**src/rtl/map_port_arbiter.sv**
```systemverilog
// -----------------------------------------------------------------------------
// map_port_arbiter
// Lets several requesters share port B of the 32x36-tile map/candy BRAM:
// the pacman tile lookup (0), the four ghost tile lookups (1-4) and the
// cookie-eaten tile clear (5). At most one access is granted per cycle.
// Writes win by default. While any read is waiting, though, at most
// MAX_WR_STREAK writes in a row are granted before a read gets a turn.
// Reads are served round-robin. Each read response carries the index of the
// requester that issued it.
//
// Ports
//   vga_pix_clk  clock
//   rst          synchronous, active-high reset
//   req          per-requester access request
//   req_we       per-requester direction (1 = write, 0 = read)
//   req_addr     packed addresses, requester i at [i*ADDR_W +: ADDR_W]
//   req_wdata    packed write data, requester i at [i*DATA_W +: DATA_W]
//   gnt          one-hot grant, high for the single cycle after the decision
//   mem_addr     registered BRAM port-B address
//   mem_we       registered BRAM port-B write enable
//   mem_wdata    registered BRAM port-B write data
//   mem_rdata    BRAM port-B read data (one-cycle synchronous read)
//   rsp_valid    read response strobe, two cycles after the request edge
//   rsp_id       requester that owns rsp_data
//   rsp_data     read data, meaningful only while rsp_valid is high
// -----------------------------------------------------------------------------
module map_port_arbiter #(
   parameter int N_REQ         = 6,
   parameter int ADDR_W        = 11,
   parameter int DATA_W        = 4,
   parameter int MAX_WR_STREAK = 2,
   localparam int ID_W         = $clog2(N_REQ)
) (
   input  logic                       vga_pix_clk,
   input  logic                       rst,
   input  logic [N_REQ-1:0]           req,
   input  logic [N_REQ-1:0]           req_we,
   input  logic [N_REQ*ADDR_W-1:0]    req_addr,
   input  logic [N_REQ*DATA_W-1:0]    req_wdata,
   output logic [N_REQ-1:0]           gnt,
   output logic [ADDR_W-1:0]          mem_addr,
   output logic                       mem_we,
   output logic [DATA_W-1:0]          mem_wdata,
   input  logic [DATA_W-1:0]          mem_rdata,
   output logic                       rsp_valid,
   output logic [ID_W-1:0]            rsp_id,
   output logic [DATA_W-1:0]          rsp_data
);

   localparam int                   STREAK_W   = $clog2(MAX_WR_STREAK + 1);
   localparam logic [STREAK_W-1:0]  STREAK_MAX = STREAK_W'(MAX_WR_STREAK);
   localparam logic [STREAK_W-1:0]  STREAK_ONE = {{(STREAK_W-1){1'b0}}, 1'b1};
   localparam logic [ID_W-1:0]      ID_LAST    = ID_W'(N_REQ - 1);
   localparam logic [ID_W-1:0]      ID_ONE     = {{(ID_W-1){1'b0}}, 1'b1};
   localparam logic [N_REQ-1:0]     GNT_ONE    = {{(N_REQ-1){1'b0}}, 1'b1};

   logic [N_REQ-1:0]    wr_set_s;
   logic [N_REQ-1:0]    rd_set_s;
   logic [N_REQ-1:0]    rd_mask_s;
   logic [N_REQ-1:0]    rd_hi_s;
   logic [N_REQ-1:0]    rd_pick_s;
   logic [ID_W-1:0]     wr_idx_s;
   logic [ID_W-1:0]     rd_idx_s;
   logic [ID_W-1:0]     rr_next_s;
   logic                rd_any_s;
   logic                wr_win_s;

   logic [ID_W-1:0]     rr_ptr_r;
   logic [STREAK_W-1:0] wr_streak_r;
   logic                rd_pend_r;
   logic [ID_W-1:0]     rd_id_r;

   assign wr_set_s = req & req_we;
   assign rd_set_s = req & ~req_we;
   assign rd_any_s = |rd_set_s;

   // A write wins unless reads are waiting and the write streak is used up.
   assign wr_win_s = (|wr_set_s) && (!rd_any_s || (wr_streak_r < STREAK_MAX));

   // Priority encoder: the lowest-index write requester wins.
   always_comb begin
      wr_idx_s = {ID_W{1'b0}};
      for (int i = N_REQ - 1; i >= 0; i--) begin
         wr_idx_s = wr_set_s[i] ? ID_W'(i) : wr_idx_s;
      end
   end

   // Round-robin read pick: first try the readers at or above rr_ptr, then wrap to the lowest reader.
   always_comb begin
      rd_mask_s = {N_REQ{1'b0}};
      for (int i = 0; i < N_REQ; i++) begin
         rd_mask_s[i] = (ID_W'(i) >= rr_ptr_r);
      end
      rd_hi_s   = rd_set_s & rd_mask_s;
      rd_pick_s = (|rd_hi_s) ? rd_hi_s : rd_set_s;
      rd_idx_s  = {ID_W{1'b0}};
      for (int i = N_REQ - 1; i >= 0; i--) begin
         rd_idx_s = rd_pick_s[i] ? ID_W'(i) : rd_idx_s;
      end
      rr_next_s = (rd_idx_s == ID_LAST) ? {ID_W{1'b0}} : (rd_idx_s + ID_ONE);
   end

   // Grant stage: register the winner's access onto BRAM port B and update the fairness state.
   always_ff @(posedge vga_pix_clk) begin
      if (rst) begin
         gnt         <= {N_REQ{1'b0}};
         mem_addr    <= {ADDR_W{1'b0}};
         mem_we      <= 1'b0;
         mem_wdata   <= {DATA_W{1'b0}};
         rr_ptr_r    <= {ID_W{1'b0}};
         wr_streak_r <= {STREAK_W{1'b0}};
         rd_pend_r   <= 1'b0;
         rd_id_r     <= {ID_W{1'b0}};
      end else if (wr_win_s) begin
         gnt         <= GNT_ONE << wr_idx_s;
         mem_addr    <= req_addr[wr_idx_s*ADDR_W +: ADDR_W];
         mem_we      <= 1'b1;
         mem_wdata   <= req_wdata[wr_idx_s*DATA_W +: DATA_W];
         // The streak only counts writes that made a read wait.
         wr_streak_r <= rd_any_s ? (wr_streak_r + STREAK_ONE) : {STREAK_W{1'b0}};
         rd_pend_r   <= 1'b0;
      end else if (rd_any_s) begin
         gnt         <= GNT_ONE << rd_idx_s;
         mem_addr    <= req_addr[rd_idx_s*ADDR_W +: ADDR_W];
         mem_we      <= 1'b0;
         rr_ptr_r    <= rr_next_s;
         wr_streak_r <= {STREAK_W{1'b0}};
         rd_pend_r   <= 1'b1;
         rd_id_r     <= rd_idx_s;
      end else begin
         // Idle cycle: the address and data keep their old values, so the port only toggles on real accesses.
         gnt         <= {N_REQ{1'b0}};
         mem_we      <= 1'b0;
         rd_pend_r   <= 1'b0;
      end
   end

   // Response stage: line up the read tag with the BRAM's one-cycle read data.
   always_ff @(posedge vga_pix_clk) begin
      if (rst) begin
         rsp_valid <= 1'b0;
         rsp_id    <= {ID_W{1'b0}};
      end else begin
         rsp_valid <= rd_pend_r;
         if (rd_pend_r) begin
            rsp_id <= rd_id_r;
         end
      end
   end

   assign rsp_data = mem_rdata;

endmodule

```
**config.mk**
```make
export PLATFORM = sky130hd
export DESIGN_NAME = map_port_arbiter
export DESIGN_NICKNAME = d
export VERILOG_FILES = /design/src/rtl/map_port_arbiter.sv
export SDC_FILE = /design/constraint.sdc
export NUM_CORES = 1
export LEC_CHECK = 0
export CAP_MARGIN = 30
export CORE_AREA = 5 5 88 90
export DETAILED_ROUTE_END_ITERATION = 10
export DIE_AREA = 0 0 93 95
export PLACE_DENSITY = 0.95
export SYNTH_ARGS = -nofsm -noshare
export SYNTH_HDL_FRONTEND = slang
export SYNTH_SLANG_ARGS = --single-unit
```
**constraint.sdc**
```tcl
create_clock -name vga_pix_clk -period 4.6 [get_ports vga_pix_clk]
set_input_delay 0.46 -clock vga_pix_clk [delete_from_list [all_inputs] [get_ports vga_pix_clk]]
set_output_delay 0.46 -clock vga_pix_clk [all_outputs]
set_load 0.01 [all_outputs]
```
==> results of run 1 <==
[cells by family after synthesis]
family	share of synthesized area [%]
simple gates	20.1
buf+inv	6.62
fa+ha+maj	0.406
mux	13.5
compound gates	36.7
flops	22.7
[worst reg2reg max path, delay by kind of cell (launching register included)]
kind / cells / cell delay [ns]
simple gates: 2 / 0.45
buf+inv: 2 / 0.53
mux: 1 / 0.11
flops: 1 / 0.61
compound gates: 5 / 1.53
[worst max path at each step]
stage                    from          end  slack, ns  cells past startpoint
detailed placement     req[3]  mem_addr[1]       0.94                     10
CTS                    req[0]  mem_addr[1]       1.23                     10
floorplan           req_we[5]  mem_addr[1]       1.99                      9
finish              req_we[1]  mem_addr[1]       1.19                     11
global route        req_we[1]  mem_addr[9]        1.0                     11
global placement    req_we[5]  mem_addr[1]       1.01                     11
[where the power goes]
group | total [mW] | internal (mW) | switching (mW)
sequential | 0.358 | 0.335 | 0.0228
clock | 0.234 | 0.108 | 0.125
combinational | 0.513 | 0.266 | 0.246
[layer usage]
layer	track usage, %	wire [microns]	vias to the layer above
li1	-	-	1671
met1	29.9	4370	1615
met2	40.6	5110	229
met3	6.22	1320	18
met4	6.84	119	0
met5	0	0	-
[layout make-up]
type / instances / area (sq um) / area share, %
multi-input cells: 298 / 2190 / 48.5
clock buffers: 5 / 68.8 / 1.53
flip-flops and latches: 35 / 701 / 15.5
repair buffers: 141 / 1380 / 30.6
well taps: 82 / 103 / 2.28
inverters: 12 / 45.0 / 0.999
clock inverters: 3 / 25.0 / 0.555
[through the flow]
step / power, mW / instance area, sq um / setup slack (ns) / cells
finish: 1.10 / 4510 / 1.19 / 576
global route: 1.16 / 4510 / 0.996 / 576
CTS: 1.10 / 4510 / 1.23 / 576
detailed placement: 0.870 / 4420 / 0.938 / 568
global placement: 0.856 / 4420 / 1.01 / 568
floorplan: 0.659 / 3080 / 1.99 / 376
[placed cells by master, fill, tap and decap left out, drive strengths merged, types with 15 or more instances in the layout]
| master | netlist | layout |
|---|---|---|
| a22oi | 25 | 25 |
| mux2i | 22 | 22 |
| dfxtp | 35 | 35 |
| a211oi | 16 | 16 |
| clkdlybuf4s50 | 0 | 129 |
| nand3b | 23 | 23 |
| nor2 | 37 | 37 |
| mux2 | 15 | 15 |
| o21ai | 29 | 29 |
| a21oi | 16 | 16 |
[registers in the layout, indices dropped and copies added (netlist names)]
register     count
mem_addr        11
gnt              6
mem_wdata        4
rd_id_r          3
rr_ptr_r         3
rsp_id           3
wr_streak_r      2
mem_we           1
rd_pend_r        1
rsp_valid        1
==> results.md, run 1 <==
- The first TritonRoute pass finished after 5 iterations.
- The count of cells resized by post-cts repair is 0.
- The via count of the first global-routing pass was 3491.
- The startpoint of the lowest-slack hold path is rd_id_r[0].
- Measured on the finished design, the core utilization comes to 64.6%.
- The final count of hold timing violations was 0.
- The H-tree generated during clock tree synthesis spans 2 levels.
- The clock latency on the worst-skew pair is 0.29 ns.
- The maximum fanout along the worst path is 23.
- The analysis attributes to cell leakage a power of 1.65 nW.
- The power density over the cells is 245 nW/um^2.
- The worst min-delay path class is flop to flop.
- The maximum count of clock buffers along a single path is 2.
- The final worst hold slack is 0.468 ns.
- The count of final max-slew check failures is 0.
- STA classifies the critical path endpoint as a flop.
- The number of violations of the max-capacitance limit is 0.
- Adding up every negative setup slack in the final design gives 0 ns.
- Setup violations remaining at the end of the flow were counted as 0.
- Traced cell by cell, the critical path runs through clkdlybuf4s50_1 -> nand2b_1 -> o221ai_2 -> o31ai_2 -> o21ai_1 -> and2_1 -> buf_4 -> a21oi_4 -> buf_4 -> mux2i_1 -> a311oi_2.
- The post-route clock period utilization is 74.0%.
- The number of remaining DRC errors is 0.
- Summed over its instances, the top area cell type makes up 22.7% of the synthesized netlist area.
- The synthesized cell area is 3080 sq um.
- The clock-pin slew of the registers on the worst-case setup and hold paths is 0.08 ns.
- TritonCTS built the clock tree.
- The number of sinks driven by the clock tree is 35.
- The transition time at the pin with the least slew margin is 0.738 ns.
- Buffers inserted to repair hold after CTS numbered 0.
- The die is 93 microns wide.
- The worst pin sits at a relative slew slack of 50.1%.
- The number of synthesis warnings is 0.
- The root buffer selected by CTS is sky130_fd_sc_hd__clkbuf_8.
- Data on the critical path arrives at its endpoint at 3.60 ns.
- The critical path contains buffers and inverters numbering 3 combined.
- After synthesis, the cell types taking the most area are sky130_fd_sc_hd__dfxtp_1 23%, sky130_fd_sc_hd__mux2i_1 7.1%, sky130_fd_sc_hd__a22oi_1 6.1%.
- The effective utilization at floorplan is 44.1%.
- The number of antenna violations at the first check in global routing came to 0.
- STA classifies the critical path startpoint as an input pin.
- The sum of overflow across all layers after global routing is 0.
- Measured along the y axis, the die boundary spans 95 microns.
- The number of diodes is 0.
- The peak per-stage delay on the critical path is 0.55 ns.
- In the synthesized netlist the async set-or-reset flop fraction comes to 0%.
- The depth of the worst hold-timing path is 2.
- The total half-perimeter wirelength after legalization and detailed placement is 8340 microns.
- In the final routed layout, each cell accounts on average for 19.0 microns.
- The startpoint identified for the worst register-to-register timing path is rr_ptr_r[2].
- Port buffering added 129 buffers.
- In this design, the critical path's most frequently occurring cell is sky130_fd_sc_hd__buf_4.
- The mean post-synth cell area is 8.20 sq um.
- The routability congestion estimate from global placement is 0.953.
- The total nets after synthesis is 485.
- Dividing the detail-routed via count by the number of cells gives 6.13.
- The first routing iteration left 238 violations.
- The clock skew after layout is 0.00549 ns.
- Of the cells placed in the final design, the portion with a size suffix greater than 1 is 9.92%.
- In this design, the largest share of critical-path delay is due to compound AO/OA/AOI/OAI gates.
- The row count is 31.
- The filler cells instantiated in the layout total 579.
- After synthesis the netlist holds a flip-flop and latch count of 35.
- Setup repair after global routing left no endpoint under its margin.
- Synthesis produced 376 cells.
- The wire length of the first global-routing pass is 17200 microns.
- For this design, the slowest cell found on the critical path is sky130_fd_sc_hd__clkdlybuf4s50_1.
- The fmax is 294 MHz.
- In this run the remaining antenna-violating nets after routing total 0.
- In this run, synthesis inferred 0 flip-flops with an integrated enable.
- The core region is 6980 sq um.
- Counting cells, the worst reg-to-reg path comes to 10.
- Yosys instantiated no cell more often than sky130_fd_sc_hd__nor2_1.
- The overall via count from detail_route is 3533.
- The data required time of the critical path is 4.80 ns.
- For this block, the routed nets add up to 10900 microns of wire.
- Post-CTS timing repair inserted 0 buffers for setup.
- The end of the worst register-to-register path is mem_addr[1].
- The pin count of the biggest net entering global routing is 24.
- The end point of the most critical hold path is rd_id_r[0].
- The die covers 8840 sq um.
- The worst setup path is of the input pin to flop kind.
- The worst path in the final design needs a cycle of 3.41 ns, including I/O delays and setup.
- The dominant cell type by area after synthesis is sky130_fd_sc_hd__dfxtp_1.
- The sequential area share after synthesis is 22.7%.
- In this run, distinct cell masters in the synthesized netlist total 59.
- The run finished with clean final reports.
- The worst reg-to-reg setup slack is 1.29 ns.
- The number of top-level pins is 138.
- The area overhead of the layout relative to synthesis is 46.3%.
- The most instantiated flip-flop cell in the synthesis netlist is sky130_fd_sc_hd__dfxtp_1.
- Sorting the synthesized cells by how often they occur yields 37 x sky130_fd_sc_hd__nor2_1, 35 x sky130_fd_sc_hd__dfxtp_1, 26 x sky130_fd_sc_hd__o21ai_0.
- Clock tree synthesis inserted a total of 5 buffers.
- The peak ir drop on the vdd network is 0.119 mV.
- Global routing used 23.9% of the available tracks.
- After the last flow step, the layout net total stands at 602.
(Power assumes the default switching activity.)
==> run 2: changes to the inputs <==
--- a/config.mk
+++ b/config.mk
@@ -6,10 +6,10 @@
 export NUM_CORES = 1
 export LEC_CHECK = 0
 export CAP_MARGIN = 30
-export CORE_AREA = 5 5 88 90
+export CORE_AREA = 5 5 91 93
 export DETAILED_ROUTE_END_ITERATION = 10
-export DIE_AREA = 0 0 93 95
-export PLACE_DENSITY = 0.95
+export DIE_AREA = 0 0 96 98
+export PLACE_DENSITY = 0.91
 export SYNTH_ARGS = -nofsm -noshare
 export SYNTH_HDL_FRONTEND = slang
 export SYNTH_SLANG_ARGS = --single-unit
==> constraint.sdc (replaced) <==
create_clock -name vga_pix_clk -period 3.4 [get_ports vga_pix_clk]
set_input_delay 0.34 -clock vga_pix_clk [delete_from_list [all_inputs] [get_ports vga_pix_clk]]
set_output_delay 0.34 -clock vga_pix_clk [all_outputs]
set_load 0.01 [all_outputs]
==> run 2 against run 1 <==
  * Power is 38% higher
  * Final area is 2.7% higher
  * Wire length is 0.38% lower
  * Global-route usage is 1.6 points lower
  * First-iteration DRC count is 25% lower
  * Largest cell class unchanged
  * Highest routed layer unchanged
==> results.md, run 2 (synthesis gave the netlist of run 1 again) <==
- The flow ran to the end, and the final reports show no timing, DRC or antenna violations.
- The type of the setup path with the least slack is input pin to flop.
- Measured in cells, the most critical reg-to-reg path has a length of 8.
- The worst setup timing slack at the placement stage is 0.0956 ns.
- After detailed routing, the number of remaining DRC violations is 0.
- The clock drives 35 sinks.
- The depth of the worst hold-timing path is 2.
- The data required time of the critical path is 3.53 ns.
- The wire length of the first global-routing pass is 17000 microns.
- Detailed placement ended at an HPWL of 8510 microns.
- The final instance area is 4630 sq um.
- At the end of the flow, the number of nets in the layout was 612.
- The type of element launching the critical path is an input pin.
- Cells with a size suffix above 1 make up 11.7% of the layout.
- The longest clock path from root to sink contains 2 buffers.
- Setup slack on the critical path of the routed design comes to 0.354 ns.
- Static timing analysis puts the maximum clock frequency at 328 MHz.
- The number of hold buffers added after cts is 0.
- The area of the die is 9410 sq um.
- The most common cell after layout, fill and taps aside is sky130_fd_sc_hd__clkdlybuf4s50_1.
- In this run the worst path has a maximum fanout of 22.
- The number of antenna-violating nets in the routed design is 0.
- The clock latency on the worst-skew pair is 0.29 ns.
- The number of buffers added by the clock tree synthesis step is 5.
- Setup repair after global routing left no endpoint under its margin.
- The clock skew after layout is 0.00326 ns.
- The max-slew headroom at the worst pin is 41.7%.
- The chip width is 96 microns.
- The worst min-delay path class is flop to flop.
- In this run the vertical extent of the chip is 98 microns.
- For this block, the via count after detailed routing is 3547.
- The number of levels in the clock H-tree is 2.
- The flip-flop count of the largest register, all copies and words added is 11.
- The final worst hold slack is 0.466 ns.
- The register with the most flip-flops in the final layout is mem_addr.
- Dividing total power by cell area gives a power density of 328 nW/um^2.
- Data arrives at the worst endpoint at 3.17 ns.
- In this run the cell area measured after placement is 4540 sq um.
- The final count of hold timing violations was 0.
- Dividing the detail-routed via count by the number of cells gives 5.85.
- The leakage power total is 1.71 nW.
- The congestion estimate from routability-driven global placement came to 0.986.
- For this run, the total global-route usage over all layers was measured as 22.3%.
- 138 I/O pins were placed.
- The clock tree from TritonCTS is done.
- The core area is 7450 sq um.
- The final number of setup-violating endpoints is 0.
- The root buffer selected by CTS is sky130_fd_sc_hd__clkbuf_8.
- The area overhead of the layout relative to synthesis is 50.2%.
- The routed wirelength normalized by instance count is 18.0 microns.
- The final-layout setup total negative slack is 0 ns.
- The transition time at the pin with the least slew margin is 0.868 ns.
- The via count of the first global-routing pass was 3575.
- In the final layout, the registers with the most flip-flops are mem_addr: 11 flops, gnt: 6 flops, mem_wdata: 4 flops.
- The row count is 32.
- VDD sags by at most 0.172 mV.
- The final critical path takes up 89.6% of the cycle.
- Buffers placed on the I/O ports in this run total 129.
- Once the clock tree was built, the resizer swapped 0 gates to a different size.
- The first-iteration detailed-routing DRC count is 179.
- The number of diodes is 0.
- After layout, the minimum clock period comes to 3.05 ns.
- The worst setup path is captured at a flop.
- Max-cap violations in this run came to 0.
- The post-CTS setup buffer count is 0.
- The total wirelength of the detailed-routed design is 10900 microns.
- In the layout the commonest cells are 129 x sky130_fd_sc_hd__clkdlybuf4s50_1, 37 x sky130_fd_sc_hd__nor2_1, 35 x sky130_fd_sc_hd__dfxtp_1.
- The effective utilization at floorplan is 41.4%.
- The number of antenna violations at the first check in global routing is 0.
- The sum of overflow across all layers after global routing is 0.
- The clock-pin slew of the registers on the worst-case setup and hold paths is 0.08 ns.
- The pin count of the biggest net entering global routing is 24.
- The count of final max-slew check failures is 0.
- The first detailed-routing pass took 4 iterations.
- After filler insertion, the fill cell instance count of the layout stands at 675.
## run 2: changes by cell type in the layout (fill, tap and decap cells not counted), sizes merged
cell	before	now
clkinvlp	1	2
clkinv	2	1
buf	12	22
## run 2: worst max-delay path, cell delays in order
cell and delay [ns]:
sky130_fd_sc_hd__clkdlybuf4s50_1 0.56, sky130_fd_sc_hd__or3b_1 0.42, sky130_fd_sc_hd__o22ai_1 0.30, sky130_fd_sc_hd__o41ai_1 0.14, sky130_fd_sc_hd__or4_4 0.55, sky130_fd_sc_hd__a21bo_2 0.23
sky130_fd_sc_hd__buf_4 0.25, sky130_fd_sc_hd__nand3b_1 0.12, sky130_fd_sc_hd__mux2i_1 0.19, sky130_fd_sc_hd__a311oi_1 0.07
## run 2: worst paths after layout
kind	start	end	slack [ns]
setup / recovery	req[0]	mem_addr[5]	0.35
hold / removal	rd_id_r[0]	rd_id_r[0]	0.47
setup reg to reg	rr_ptr_r[2]	mem_addr[4]	0.38
hold reg to reg	rd_id_r[0]	rd_id_r[0]	0.47
## run 2: power breakdown
part | leakage [nW] | switching (mW) | internal [mW]
sequential | 0.288 | 0.0304 | 0.454
clock | 0.0402 | 0.172 | 0.143
combinational | 1.38 | 0.338 | 0.382
total | 1.71 | 0.540 | 0.979
## run 2: area by class of cell
cell class | instances | area [sq um] | share of cell area [%]
Clock buffer | 5 | 68.8 | 1.49
Clock inverter | 3 | 20.0 | 0.432
Inverter | 12 | 45.0 | 0.973
Multi-Input combinational cell | 298 | 2190 | 47.2
Sequential cell | 35 | 701 | 15.1
Tap cell | 102 | 128 | 2.76
Timing Repair Buffer | 151 | 1480 | 32.0
## run 2: layer usage
metal	wire length [microns]	GRT usage, %	up-vias
li1	-	-	1700
met1	4360	26.8	1652
met2	5180	37.7	170
met3	1140	6.86	25
met4	201	6.78	0
met5	0	0	-
## run 2: stage by stage
| stage | power (mW) | cells | util (%) |
|---|---|---|---|
| 6_report | 1.52 | 606 | 62.2 |
| 3_3_place_gp | 1.19 | 598 | 61.0 |
| 3_5_place_dp | 1.21 | 598 | 61.0 |
| 5_1_grt | 1.60 | 606 | 62.2 |
| 2_1_floorplan | 0.891 | 376 | - |
| 4_1_cts | 1.52 | 606 | 62.2 |
